==> config.mk <==
export PLATFORM = sky130hd
export DESIGN_NAME = fir_channel_scheduler
export DESIGN_NICKNAME = d
export VERILOG_FILES = /design/src/rtl/fir_channel_scheduler.sv
export SDC_FILE = /design/constraint.sdc
export NUM_CORES = 1
export LEC_CHECK = 0
export BUFFER_PORTS_ARGS = -buffer_cell sky130_fd_sc_hd__buf_2
export CAP_MARGIN = 20
export CORE_UTILIZATION = 36
export DETAILED_ROUTE_END_ITERATION = 8
export GPL_TIMING_DRIVEN = 0
export PLACE_DENSITY = 0.64
export SYNTH_ARGS = -nofsm -noshare
export SYNTH_HDL_FRONTEND = slang
export SYNTH_SLANG_ARGS = --single-unit
==> constraint.sdc <==
create_clock -name i_clk -period 3.86 [get_ports i_clk]
set_input_delay 0.772 -clock i_clk [delete_from_list [all_inputs] [get_ports i_clk]]
set_output_delay 0.772 -clock i_clk [all_outputs]
set_load 0.005 [all_outputs]
==> src/rtl/fir_channel_scheduler.sv <==
// fir_channel_scheduler: round-robin front end that time-shares one FIR MAC
// engine among NUM_CHANNELS sample streams, tags each job with its channel,
// returns the tagged result downstream and abandons jobs the engine never finishes.
module fir_channel_scheduler #(
    parameter int DATA_WIDTH     = 24,
    parameter int NUM_CHANNELS   = 4,
    parameter int TIMEOUT_CYCLES = 256,
    localparam int CHAN_WIDTH    = $clog2(NUM_CHANNELS)
) (
    input  logic                               i_clk,
    input  logic                               i_rst,
    input  logic [NUM_CHANNELS*DATA_WIDTH-1:0] iv_din,
    input  logic [NUM_CHANNELS-1:0]            iv_din_valid,
    output logic [NUM_CHANNELS-1:0]            ov_din_ready,
    output logic [DATA_WIDTH-1:0]              ov_fir_din,
    output logic [CHAN_WIDTH-1:0]              ov_fir_chan,
    output logic                               o_fir_din_valid,
    input  logic                               i_fir_ready,
    input  logic [DATA_WIDTH-1:0]              iv_fir_dout,
    input  logic                               i_fir_dout_valid,
    output logic                               o_fir_ready,
    output logic [DATA_WIDTH-1:0]              ov_dout,
    output logic [CHAN_WIDTH-1:0]              ov_dout_chan,
    output logic                               o_dout_valid,
    input  logic                               i_dout_ready,
    output logic                               o_busy,
    output logic                               o_timeout,
    output logic [CHAN_WIDTH-1:0]              ov_timeout_chan
);

    localparam int CNT_WIDTH = $clog2(TIMEOUT_CYCLES + 1);
    localparam logic [CNT_WIDTH-1:0]  CNT_LAST  = CNT_WIDTH'(TIMEOUT_CYCLES - 1);
    localparam logic [CHAN_WIDTH-1:0] CHAN_LAST = CHAN_WIDTH'(NUM_CHANNELS - 1);

    typedef enum logic [2:0] {
        S_IDLE,
        S_ISSUE,
        S_WAIT_RESULT,
        S_OUTPUT,
        S_RELEASE
    } state_t;

    state_t                  state_q, state_d;
    logic [CHAN_WIDTH-1:0]   ptr_q, ptr_d;
    logic [CNT_WIDTH-1:0]    tcount_q, tcount_d;
    logic [DATA_WIDTH-1:0]   fir_din_q, fir_din_d;
    logic [CHAN_WIDTH-1:0]   fir_chan_q, fir_chan_d;
    logic [DATA_WIDTH-1:0]   dout_q, dout_d;
    logic [CHAN_WIDTH-1:0]   dout_chan_q, dout_chan_d;
    logic [CHAN_WIDTH-1:0]   timeout_chan_q, timeout_chan_d;
    logic                    timeout_q, timeout_d;
    logic                    fir_ready_q, fir_ready_d;

    logic                    grant_valid;
    logic [CHAN_WIDTH-1:0]   grant_idx;
    logic [DATA_WIDTH-1:0]   grant_sample;
    logic                    cand_hit;
    int                      cand;

    // Find the first valid channel at or after the pointer, wrapping around.
    always_comb begin
        grant_valid = 1'b0;
        grant_idx   = '0;
        cand_hit    = 1'b0;
        cand        = 0;
        for (int k = 0; k < NUM_CHANNELS; k++) begin
            cand = int'(ptr_q) + k;
            if (cand >= NUM_CHANNELS) begin
                cand = cand - NUM_CHANNELS;
            end
            cand_hit = 1'b0;
            for (int c = 0; c < NUM_CHANNELS; c++) begin
                if (c == cand) begin
                    cand_hit = iv_din_valid[c];
                end
            end
            if (!grant_valid && cand_hit) begin
                grant_valid = 1'b1;
                grant_idx   = CHAN_WIDTH'(cand);
            end
        end
    end

    // Select the granted channel's sample and drive its one-hot accept while idle.
    always_comb begin
        grant_sample = '0;
        ov_din_ready = '0;
        for (int c = 0; c < NUM_CHANNELS; c++) begin
            if (grant_idx == CHAN_WIDTH'(c)) begin
                grant_sample = iv_din[c*DATA_WIDTH +: DATA_WIDTH];
                if ((state_q == S_IDLE) && grant_valid && !i_rst) begin
                    ov_din_ready[c] = 1'b1;
                end
            end
        end
    end

    // Next-state logic: job sequencing, result capture and the abandon path.
    always_comb begin
        state_d        = state_q;
        ptr_d          = ptr_q;
        tcount_d       = tcount_q;
        fir_din_d      = fir_din_q;
        fir_chan_d     = fir_chan_q;
        dout_d         = dout_q;
        dout_chan_d    = dout_chan_q;
        timeout_chan_d = timeout_chan_q;
        timeout_d      = 1'b0;
        fir_ready_d    = 1'b0;
        unique case (state_q)
            S_IDLE: begin
                if (grant_valid) begin
                    fir_din_d  = grant_sample;
                    fir_chan_d = grant_idx;
                    ptr_d      = (grant_idx == CHAN_LAST) ? '0 : grant_idx + CHAN_WIDTH'(1);
                    tcount_d   = '0;
                    state_d    = S_ISSUE;
                end
            end
            S_ISSUE, S_WAIT_RESULT: begin
                tcount_d = tcount_q + CNT_WIDTH'(1);
                if ((state_q == S_ISSUE) && i_fir_ready) begin
                    state_d = S_WAIT_RESULT;
                end else if ((state_q == S_WAIT_RESULT) && i_fir_dout_valid) begin
                    dout_d      = iv_fir_dout;
                    dout_chan_d = fir_chan_q;
                    state_d     = S_OUTPUT;
                end else if (tcount_q == CNT_LAST) begin
                    timeout_d      = 1'b1;
                    fir_ready_d    = 1'b1;
                    timeout_chan_d = fir_chan_q;
                    tcount_d       = '0;
                    state_d        = S_IDLE;
                end
            end
            S_OUTPUT: begin
                if (i_dout_ready) begin
                    fir_ready_d = 1'b1;
                    state_d     = S_RELEASE;
                end
            end
            S_RELEASE: begin
                state_d = S_IDLE;
            end
            default: begin
                state_d = S_IDLE;
            end
        endcase
    end

    // State and output registers with synchronous reset to an all-zero idle.
    always_ff @(posedge i_clk) begin
        if (i_rst) begin
            state_q        <= S_IDLE;
            ptr_q          <= '0;
            tcount_q       <= '0;
            fir_din_q      <= '0;
            fir_chan_q     <= '0;
            dout_q         <= '0;
            dout_chan_q    <= '0;
            timeout_chan_q <= '0;
            timeout_q      <= 1'b0;
            fir_ready_q    <= 1'b0;
        end else begin
            state_q        <= state_d;
            ptr_q          <= ptr_d;
            tcount_q       <= tcount_d;
            fir_din_q      <= fir_din_d;
            fir_chan_q     <= fir_chan_d;
            dout_q         <= dout_d;
            dout_chan_q    <= dout_chan_d;
            timeout_chan_q <= timeout_chan_d;
            timeout_q      <= timeout_d;
            fir_ready_q    <= fir_ready_d;
        end
    end

    assign ov_fir_din      = fir_din_q;
    assign ov_fir_chan     = fir_chan_q;
    assign o_fir_din_valid = (state_q == S_ISSUE);
    assign o_fir_ready     = fir_ready_q;
    assign ov_dout         = dout_q;
    assign ov_dout_chan    = dout_chan_q;
    assign o_dout_valid    = (state_q == S_OUTPUT);
    assign o_busy          = (state_q != S_IDLE);
    assign o_timeout       = timeout_q;
    assign ov_timeout_chan = timeout_chan_q;

endmodule

==> results_dict.tcl, run 1 <==
set metrics [dict create \
    cts.sinks 70 \
    power_leakage_nw 2.43 \
    max_freq_ghz 0.266 \
    portBuffers 190 \
    finalWorstSetupSlack_ns 0.0997 \
    track_usage_pct 23.5 \
    rows 37 \
    synth_common_cells "70 x dfxtp_1, 63 x a21oi_1, 60 x nor2_1, 58 x nand2_1, 31 x clkbuf_1" \
    drtPass1Iterations 5 \
    finalCriticalPeriod_ns 3.76 \
    final_nets 832 \
    drt_iter0_drc 226 \
    vias_per_cell 5.30 \
    skew_ns 0.0101 \
    crit_chain "clkinvlp_4, ha_4, nand3b_1, a211o_1, a21oi_2, nand2b_4, o31a_1, ha_4, clkinv_4, clkbuf_16, nor3_4, buf_2" \
    cts_tree "done" \
    crit_path_frequent_cell "ha_4" \
    post-route-period-util_pct 97.4 \
    synthTopCellsByArea "dfxtp_1 36%, a211oi_2 8.4%, a21oi_1 8.1%, nor2_1 5.8%, nand2_1 5.6%" \
    wl_met2_um 6590 \
    core_area_mm2 0.0104 \
    io_pins 192 \
    die_x_um 106 \
    final_cells 831 \
    path_max_fanout 10 \
    critical_path.top_delay_family "compound AO/OA/AOI/OAI gates" \
    routedWlPerCell_um 16.2 \
    clockBufferDepth 2 \
    clkLatencyLatePin_ns 0.34 \
    syn_to_final_growth_pct 42.3 \
    hold_ws_ns 0.453 \
    ys_ff_latch 70 \
    grt_pass1_wl_um 21000 \
    wl_met1_um 5400 \
    grt_antenna_before_repair 1 \
    layout-drive-gt1-share_pct 41.9 \
    htree_levels 3 \
    synth_edf_count 0 \
    synth-main-ff-cell "dfxtp_1" \
    hpwlAfterDp_um 10300 \
    power.density_mw_per_mm2 918 \
    wl_um 13400 \
    critical-path-slowest-cell "dfxtp_4" \
    crit_path_start_kind "flop" \
    cp.buffers_inverters 4 \
    hold_violations 0 \
    route.vias.total 4405 \
    grt_max_degree 15 \
    synth.top_cell.area_share_pct 36.0 \
    hold_class "reg -> reg" \
    grt_pass1_vias 4352 \
    highest_layer "met4" \
    dp_slack_ns -0.536 \
    dpl-instance-area_mm2 0.00501 \
    status "complete, no violations" \
    syn_area_mm2 0.00389 \
    clk_pin_slew_ns 0.09 \
    route.detailed.drc 0 \
    vdd_drop_max_mv 0.509 \
    cts_hold_buf 0 \
    cts_root_buf "clkbuf_8" \
    dieArea_mm2 0.0112 \
    dieHeight_um 106 \
    maxSlewHeadroom_pct 48.7 \
    stdcell_area_mm2 0.00554 \
    synth_cells 472 \
    p_total_mw 5.08 \
    arrival_ns 2.99 \
    syn_avg_cell_area_um2 8.24 \
    gp_congestion 0.835 \
    worst-setup-path-type "reg -> out" \
    overflow 0 \
    postSynth.asyncResetShare_pct 0 \
    cp_data_required_time_ns 3.09 \
    synth_cell_type_count 49 \
    synth_nets 615 \
    setup.worst_path.end_class "primary output" \
    synth_top_cell_by_area "dfxtp_1" \
    slew_viol_final 0 \
    ys.warnings.count 0 \
    ant_nets 0 \
    synth-seq-area-share_pct 36.0 \
    cts_buffers 9 \
    worstMarginPinSlew_ns 0.769 \
    route.met3.wl_um 1070 \
    initial_core_util_pct 37.4 \
    finalSetupViolCount 0 \
    max_stage_delay_ns 0.40 \
    max_cap_viol_count 0 \
    yosysMostFrequentCell "dfxtp_1" \
    placedCellCount 798 \
]
## kinds of logic (layout without fill, tap and decap cells)
| group | after synthesis | after routing | synth area share [%] |
|---|---|---|---|
| simple gates | 193 | 193 | 23.2 |
| fa+ha+maj | 14 | 14 | 4.50 |
| other cells | 0 | 1 | 0 |
| mux | 2 | 2 | 0.514 |
| compound gates | 146 | 146 | 29.7 |
| buf+inv | 46 | 268 | 5.79 |
| xor+xnor | 1 | 1 | 0.225 |
| flops | 70 | 70 | 36.0 |
## layer usage
metal	global-route usage, %	vias to the layer above
li1	-	2151
met1	26.2	2025
met2	42.4	206
met3	4.84	23
met4	11.6	0
met5	0	-
## final cells by class
type                            count  area (µm²)
Inverter                            8        42.5
Tap cell                          136         170
Timing Repair Buffer              208        1090
Clock buffer                        9         124
Buffer                             36         219
Clock inverter                      7        57.6
Multi-Input combinational cell    356        2420
Sequential cell                    70        1410
Antenna cell                        1        2.50
Fill cell                        1014        4880
## flip-flops by register name, summed over array words and instances (netlist names)
name,flops
o_timeout,1
o_fir_ready,1
ov_dout_chan,2
ov_fir_din,24
ptr_q,2
state_q,3
ov_fir_chan,2
tcount_q,9
ov_dout,24
ov_timeout_chan,2
## final timing paths
check	from	to	slack, ns	cells past startpoint
max	ptr_q[1]	ov_din_ready[2]	0.1	12
min	ov_dout[10]	ov_dout[10]	0.45	2
max reg2reg	ptr_q[1]	ov_fir_din[12]	0.21	15
min reg2reg	ov_dout[10]	ov_dout[10]	0.45	2
## worst reg2reg max path, stage by stage (launching register included)
cell        delay [ns]
dfxtp_4           0.40
clkinvlp_4        0.16
ha_4              0.22
nand3b_1          0.22
a211o_1           0.34
a21oi_2           0.16
nand2b_4          0.15
o31a_1            0.21
buf_4             0.13
ha_1              0.17
nor2b_1           0.41
clkbuf_2          0.33
a221oi_1          0.11
nor3_1            0.25
a21oi_1           0.09
a211oi_2          0.22
## power breakdown
group          internal, mW  switching (mW)  leakage, nW  total (mW)
sequential            0.887          0.0938        0.574       0.981
combinational          1.53            2.01         1.77        3.55
clock                 0.242           0.312       0.0881       0.554
## layout by cell type (no fill, tap or decap), types with 3 or more instances in the layout
master and count:
buf_2 190, dfxtp_1 68, a21oi_1 62, nor2_1 60, nand2_1 58, nor3_1 28
a211oi_2 25, clkbuf_1 24, a221oi_1 24, buf_4 21, clkbuf_8 9, nand3b_1 8
nor2b_1 8, ha_1 8, a311oi_1 6, inv_1 5, or3_1 5, ha_4 5
nor3b_2 4, a211oi_4 4, clkinvlp_4 4, and3_1 4, a211oi_1 3, nand3_1 3
and2_1 3, buf_6 3
## stage by stage
step                      utilization, %  TNS (ns)
after CTS                           52.0         0
after global placement              48.1     -2.19
after global routing                53.1   -0.0140
after floorplan                        -         0
final                               53.1         0
after detailed placement            48.1     -5.47
## what timing repair did
action / in CTS / in global routing
setup endpoints to repair: 24 / 23
resized for setup: 34 / 16
buffers inserted: 12 / 6
pin swaps: 7 / 6
(Power assumes the default switching activity.)
==> inputs of run 2 (changes only) <==
Settings changed: CTS_BUF_LIST set to sky130_fd_sc_hd__clkbuf_8 sky130_fd_sc_hd__clkbuf_16, GPL_TIMING_DRIVEN 0 to not set.
Clock period 3.86 ns to 3.8 ns, I/O delays scaled along.
==> run 2 against run 1 <==
  * Cell count down 5.1%
  * Via count is 5.9% lower
  * Non-clock buffer count shrank 43
  * Register-to-register slack better by 0.21 ns
  * Die area is the same
  * Clock skew is 0.00083 ns lower
  * Combinational power is 16% lower
  * Cell area down 6.5%
  * Critical path type unchanged
  * Critical endpoint is now ov_din_ready[1]
  * Largest cell class unchanged
  * Largest power group unchanged
==> results_dict.tcl, run 2 (synthesis results as in run 1) <==
set metrics [dict create \
    dieHeight_um 106 \
    vias_per_cell 5.25 \
    max_freq_ghz 0.274 \
    hold_class "reg -> reg" \
    worst-setup-path-type "reg -> out" \
    rsz0062_at_grt "false" \
    initial_core_util_pct 37.4 \
    grt_antenna_before_repair 2 \
    syn_to_final_growth_pct 33.0 \
    fin_setup_tns_ns 0 \
    reg2reg_to "ov_fir_din[13]" \
    final_nets 789 \
    crit_path_frequent_cell "ha_1" \
    cts_hold_buf 0 \
    hold_violations 0 \
    cp_data_required_time_ns 3.04 \
    cp-startpoint "ptr_q[1]" \
    worstMarginPinSlew_ns 0.835 \
    rows 37 \
    crit_chain "inv_1, ha_1, nand3b_1, a211oi_4, nor3_1, o21ai_0, and3_1, ha_1, and2_1, buf_2" \
    power.density_mw_per_mm2 892 \
    gp_congestion 0.867 \
    status "complete, no violations" \
    io_pins 192 \
    overflow 0 \
    cts_tree "done" \
    drt_iter0_drc 351 \
    skew_ns 0.00929 \
    grt_pass1_wl_um 18600 \
    r2r_slack_ns 0.42 \
    ant_nets 0 \
    final_cell_mix "191 x buf_2, 68 x dfxtp_1, 62 x a21oi_1" \
    dieArea_mm2 0.0112 \
    post-route-period-util_pct 96.2 \
    slew_viol_final 0 \
    p_total_mw 4.62 \
    clkLatencyLatePin_ns 0.36 \
    fillerInstances 1041 \
    htree_levels 3 \
    path_max_fanout 8 \
    reg2regPathDepth 14 \
    finalSetupViolCount 0 \
    grt_max_degree 68 \
    maxSlewHeadroom_pct 44.4 \
    final_core_util_pct 49.7 \
    seq_area_mm2 0.00141 \
    max_cap_viol_count 0 \
    track_usage_pct 20.9 \
    route.detailed.drc 0 \
    clk_pin_slew_ns 0.08 \
    multi_input_area_mm2 0.00232 \
    vdd_drop_max_mv 0.523 \
    cts_root_buf "clkbuf_8" \
    post_cts_buffers 0 \
    core_area_mm2 0.0104 \
    setup.worst_path.end_class "primary output" \
    layout_commonest_cell "buf_2" \
    cts.sinks 70 \
    critical-path-slowest-cell "a211oi_4" \
    hpwlAfterDp_um 8610 \
    portBuffers 191 \
    drtPass1Iterations 4 \
    max_stage_delay_ns 0.48 \
    grt_pass1_vias 3835 \
    r2r_start "ptr_q[1]" \
    route.vias.total 4143 \
    crit_path_start_kind "flop" \
    routedWlPerCell_um 15.1 \
    arrival_ns 2.89 \
    finalCriticalPeriod_ns 3.65 \
    die_x_um 106 \
    wl_um 11900 \
    cts_buffers 9 \
    power_leakage_nw 2.29 \
    clockBufferDepth 2 \
    critPathCapture "ov_din_ready[1]" \
    layout-drive-gt1-share_pct 39.9 \
]
run 2: what timing repair did:
| action | 4_1_cts | 5_1_grt |
|---|---|---|
| endpoints found under the hold margin | 0 | 0 |
| pin swaps | 0 | 0 |
| gates resized for setup | 1 | 11 |
| setup endpoints to repair | 1 | 6 |
| cloned | 0 | 0 |
run 2: report_power, final:
| group | leakage [nW] | internal (mW) | total (mW) | switching [mW] |
|---|---|---|---|---|
| Clock | 0.0996 | 0.305 | 0.616 | 0.311 |
| Combinational | 1.62 | 1.23 | 2.99 | 1.75 |
| Sequential | 0.573 | 0.901 | 1.01 | 0.112 |
run 2: worst max-delay path, delay by kind of cell, from the launching register on:
| family | cells | cell delay [ns] |
|---|---|---|
| AOI/OAI and AO/OA | 2 | 0.65 |
| adders and majority gates | 2 | 0.50 |
| buffers and inverters | 2 | 0.22 |
| DFF | 1 | 0.42 |
| and+or+nand+nor | 4 | 0.74 |
run 2: how the worst min path moves through the flow:
stage / startpoint / endpoint / slack, ns / depth (start not counted)
global route: ov_dout[19] / ov_dout[19] / 0.47 / 2
finish: ov_dout[19] / ov_dout[19] / 0.46 / 2
global placement: ov_dout[3] / ov_dout[3] / 0.44 / 2
CTS: ov_dout[19] / ov_dout[19] / 0.46 / 2
detailed placement: ov_dout[19] / ov_dout[19] / 0.45 / 2
floorplan: tcount_q[7] / tcount_q[7] / 0.45 / 1
run 2: layout make-up:
type                    count  share of cell area (%)
multi-input cells         356                    44.9
flip-flops and latches     70                    27.2
repair buffers            201                    20.2
well taps                 136                    3.29
clock buffers               9                    2.39
clock inverters             7                    1.43
inverters                   8                   0.580
diodes                      2                  0.0967
run 2: layer usage:
layer | share of wire, % | up-vias | GRT usage [%]
met2 | 46 | 187 | 33.5
met4 | 2.9 | 0 | 9.42
met1 | 42 | 1869 | 25.5
met5 | 0 | - | 0
li1 | - | 2062 | -
met3 | 8.9 | 25 | 6.68
run 2: per-stage QoR:
stage	cell area [µm²]	setup slack (ns)	hold WS, ns	instances
2_1_floorplan	3890	0.262	0.452	472
3_3_place_gp	4910	0.419	0.439	770
3_5_place_dp	4910	0.299	0.446	770
4_1_cts	5110	0.0259	0.459	786
5_1_grt	5170	0.00414	0.469	788
6_report	5180	0.146	0.455	789
==> inputs of run 3 (changes only) <==
Settings changed: CORE_UTILIZATION 36 to 45, PLACE_DENSITY 0.64 to 0.78.
==> run 3 against run 2 <==
  * Core utilization grew 13 points
  * Worst setup slack improved by 0.027 ns
  * Maximum frequency is 0.75% higher
  * Cell count shrank 3.3%
  * Global-route usage up 2.5 points
  * Flip-flop and latch count unchanged
  * Sequential power hardly changed
  * Cell area is 0.41% higher
  * Non-clock buffer count is 6 higher
  * Power grew 1.0%
  * Sequential share of layout area shrank 0.063 points
  * Combinational power up 4%
  * Critical endpoint unchanged
  * Largest cell class unchanged
  * Largest power group unchanged
==> results_dict.tcl, run 3 (synthesis results as in run 1) <==
set metrics [dict create \
    status "complete, no violations" \
    routedWlPerCell_um 15.1 \
    cts_tree "done" \
    core_area_mm2 0.00830 \
    hpwlAfterDp_um 8280 \
    io_pins 192 \
    wl_um 11500 \
    max_freq_ghz 0.276 \
    drt_iter0_drc 191 \
    arrival_ns 2.87 \
    grt_max_degree 61 \
    max_stage_delay_ns 0.45 \
    rows 33 \
    cts_hold_buf 0 \
    maxSlewHeadroom_pct 54.3 \
    r2r_start "ptr_q[1]" \
    cp_data_required_time_ns 3.04 \
    final_core_util_pct 62.6 \
    power_leakage_nw 2.32 \
    route.vias.total 4259 \
    die_x_um 95.0 \
    clockBufferDepth 2 \
    cts_buffers 9 \
    slew_viol_final 0 \
    hold_violations 0 \
    clk_pin_slew_ns 0.08 \
    fillerInstances 757 \
    cts_root_buf "clkbuf_8" \
    dieHeight_um 95.0 \
    dieArea_mm2 0.00902 \
    finalCriticalPeriod_ns 3.63 \
    worstMarginPinSlew_ns 0.685 \
    layout-drive-gt1-share_pct 40.8 \
    htree_levels 3 \
    cts.sinks 70 \
    overflow 0 \
    track_usage_pct 23.4 \
    syn_to_final_growth_pct 33.6 \
    rsz0062_at_grt "false" \
    cp-startpoint "ptr_q[0]" \
    reg2regPathDepth 15 \
    post-route-period-util_pct 95.4 \
    hold_class "reg -> reg" \
    final_nets 795 \
    path_max_fanout 8 \
    skew_ns 0.0119 \
    initial_core_util_pct 46.9 \
    hold_depth 2 \
    critical-path-slowest-cell "a211oi_2" \
    layout_commonest_cell "buf_2" \
    setup.worst_path.end_class "primary output" \
    vias_per_cell 5.58 \
    grt_antenna_before_repair 1 \
    drtPass1Iterations 4 \
    gp_congestion 0.900 \
    ant_nets 0 \
    vdd_drop_max_mv 0.638 \
    power.density_mw_per_mm2 897 \
    crit_path_start_kind "flop" \
    finalSetupViolCount 0 \
    grt_pass1_wl_um 16600 \
    portBuffers 191 \
    worst-setup-path-type "reg -> out" \
    max_cap_viol_count 0 \
    grt_pass1_vias 3743 \
    crit_chain "clkinvlp_4, ha_4, nand3b_1, a211oi_2, nor2_1, o31ai_1, ha_1, and2_1, buf_2" \
    route.detailed.drc 0 \
    fin_setup_tns_ns 0 \
    clkLatencyLatePin_ns 0.33 \
    final_cell_mix "191 x buf_2, 68 x dfxtp_1, 62 x a21oi_1" \
    holdCritStartpoint "ov_dout_chan[1]" \
]
run 3: area by class of cell:
type,instances,area [µm²],share of cell area [%]
inverters,8,33.8,0.650
clock inverters,7,48.8,0.939
diodes,1,2.50,0.0481
repair buffers,207,1100,21.2
flip-flops and latches,70,1410,27.1
multi-input cells,356,2340,45.1
clock buffers,9,124,2.38
well taps,105,131,2.53
run 3: path summary, 6_finish.rpt:
| check | end | slack (ns) |
|---|---|---|
| worst max register to register | ov_fir_din[17] | 0.43 |
| worst max-delay path | ov_din_ready[1] | 0.17 |
| worst min register to register | ov_dout_chan[1] | 0.45 |
| worst min-delay path | ov_dout_chan[1] | 0.45 |
run 3: worst max-delay path: cells and delay by family, from the launching register on:
| family | cells | cell delay, ns |
|---|---|---|
| flip-flops | 1 | 0.41 |
| buffers and inverters | 2 | 0.29 |
| AND/OR/NAND/NOR | 3 | 0.47 |
| AO/OA/AOI/OAI | 2 | 0.84 |
| adder cells (fa/ha/maj) | 2 | 0.51 |
run 3: through the flow:
stage | std cells | setup slack [ns] | total power, mW | instance area (µm²) | hold slack [ns]
after floorplan | 472 | 0.262 | 3.33 | 3890 | 0.452
after global placement | 739 | 0.482 | 3.86 | 4870 | 0.439
after detailed placement | 739 | 0.298 | 3.97 | 4870 | 0.445
after CTS | 755 | 0.0291 | 4.51 | 5050 | 0.454
after global routing | 763 | 0.0122 | 5.02 | 5200 | 0.472
final | 763 | 0.173 | 4.66 | 5200 | 0.455
run 3: what timing repair did:
action                                 4_1_cts  5_1_grt
endpoints found under the hold margin        0        0
setup buffers                                0        5
gates resized for setup                      2       15
pin swaps                                    0        1
setup endpoints to repair                    1        4
run 3: per-layer routing:
metal	global-route usage (%)	share of wire, %	vias up
li1	-	-	2073
met1	26.7	41	1946
met2	40.6	48	222
met3	6.04	8.8	18
met4	11.0	2.3	0
met5	0	0	-
run 3: power breakdown:
part	switching, mW	internal (mW)	total, mW
clock network	0.297	0.238	0.535
registers	0.112	0.901	1.01
logic	1.81	1.31	3.12
total	2.22	2.45	4.66
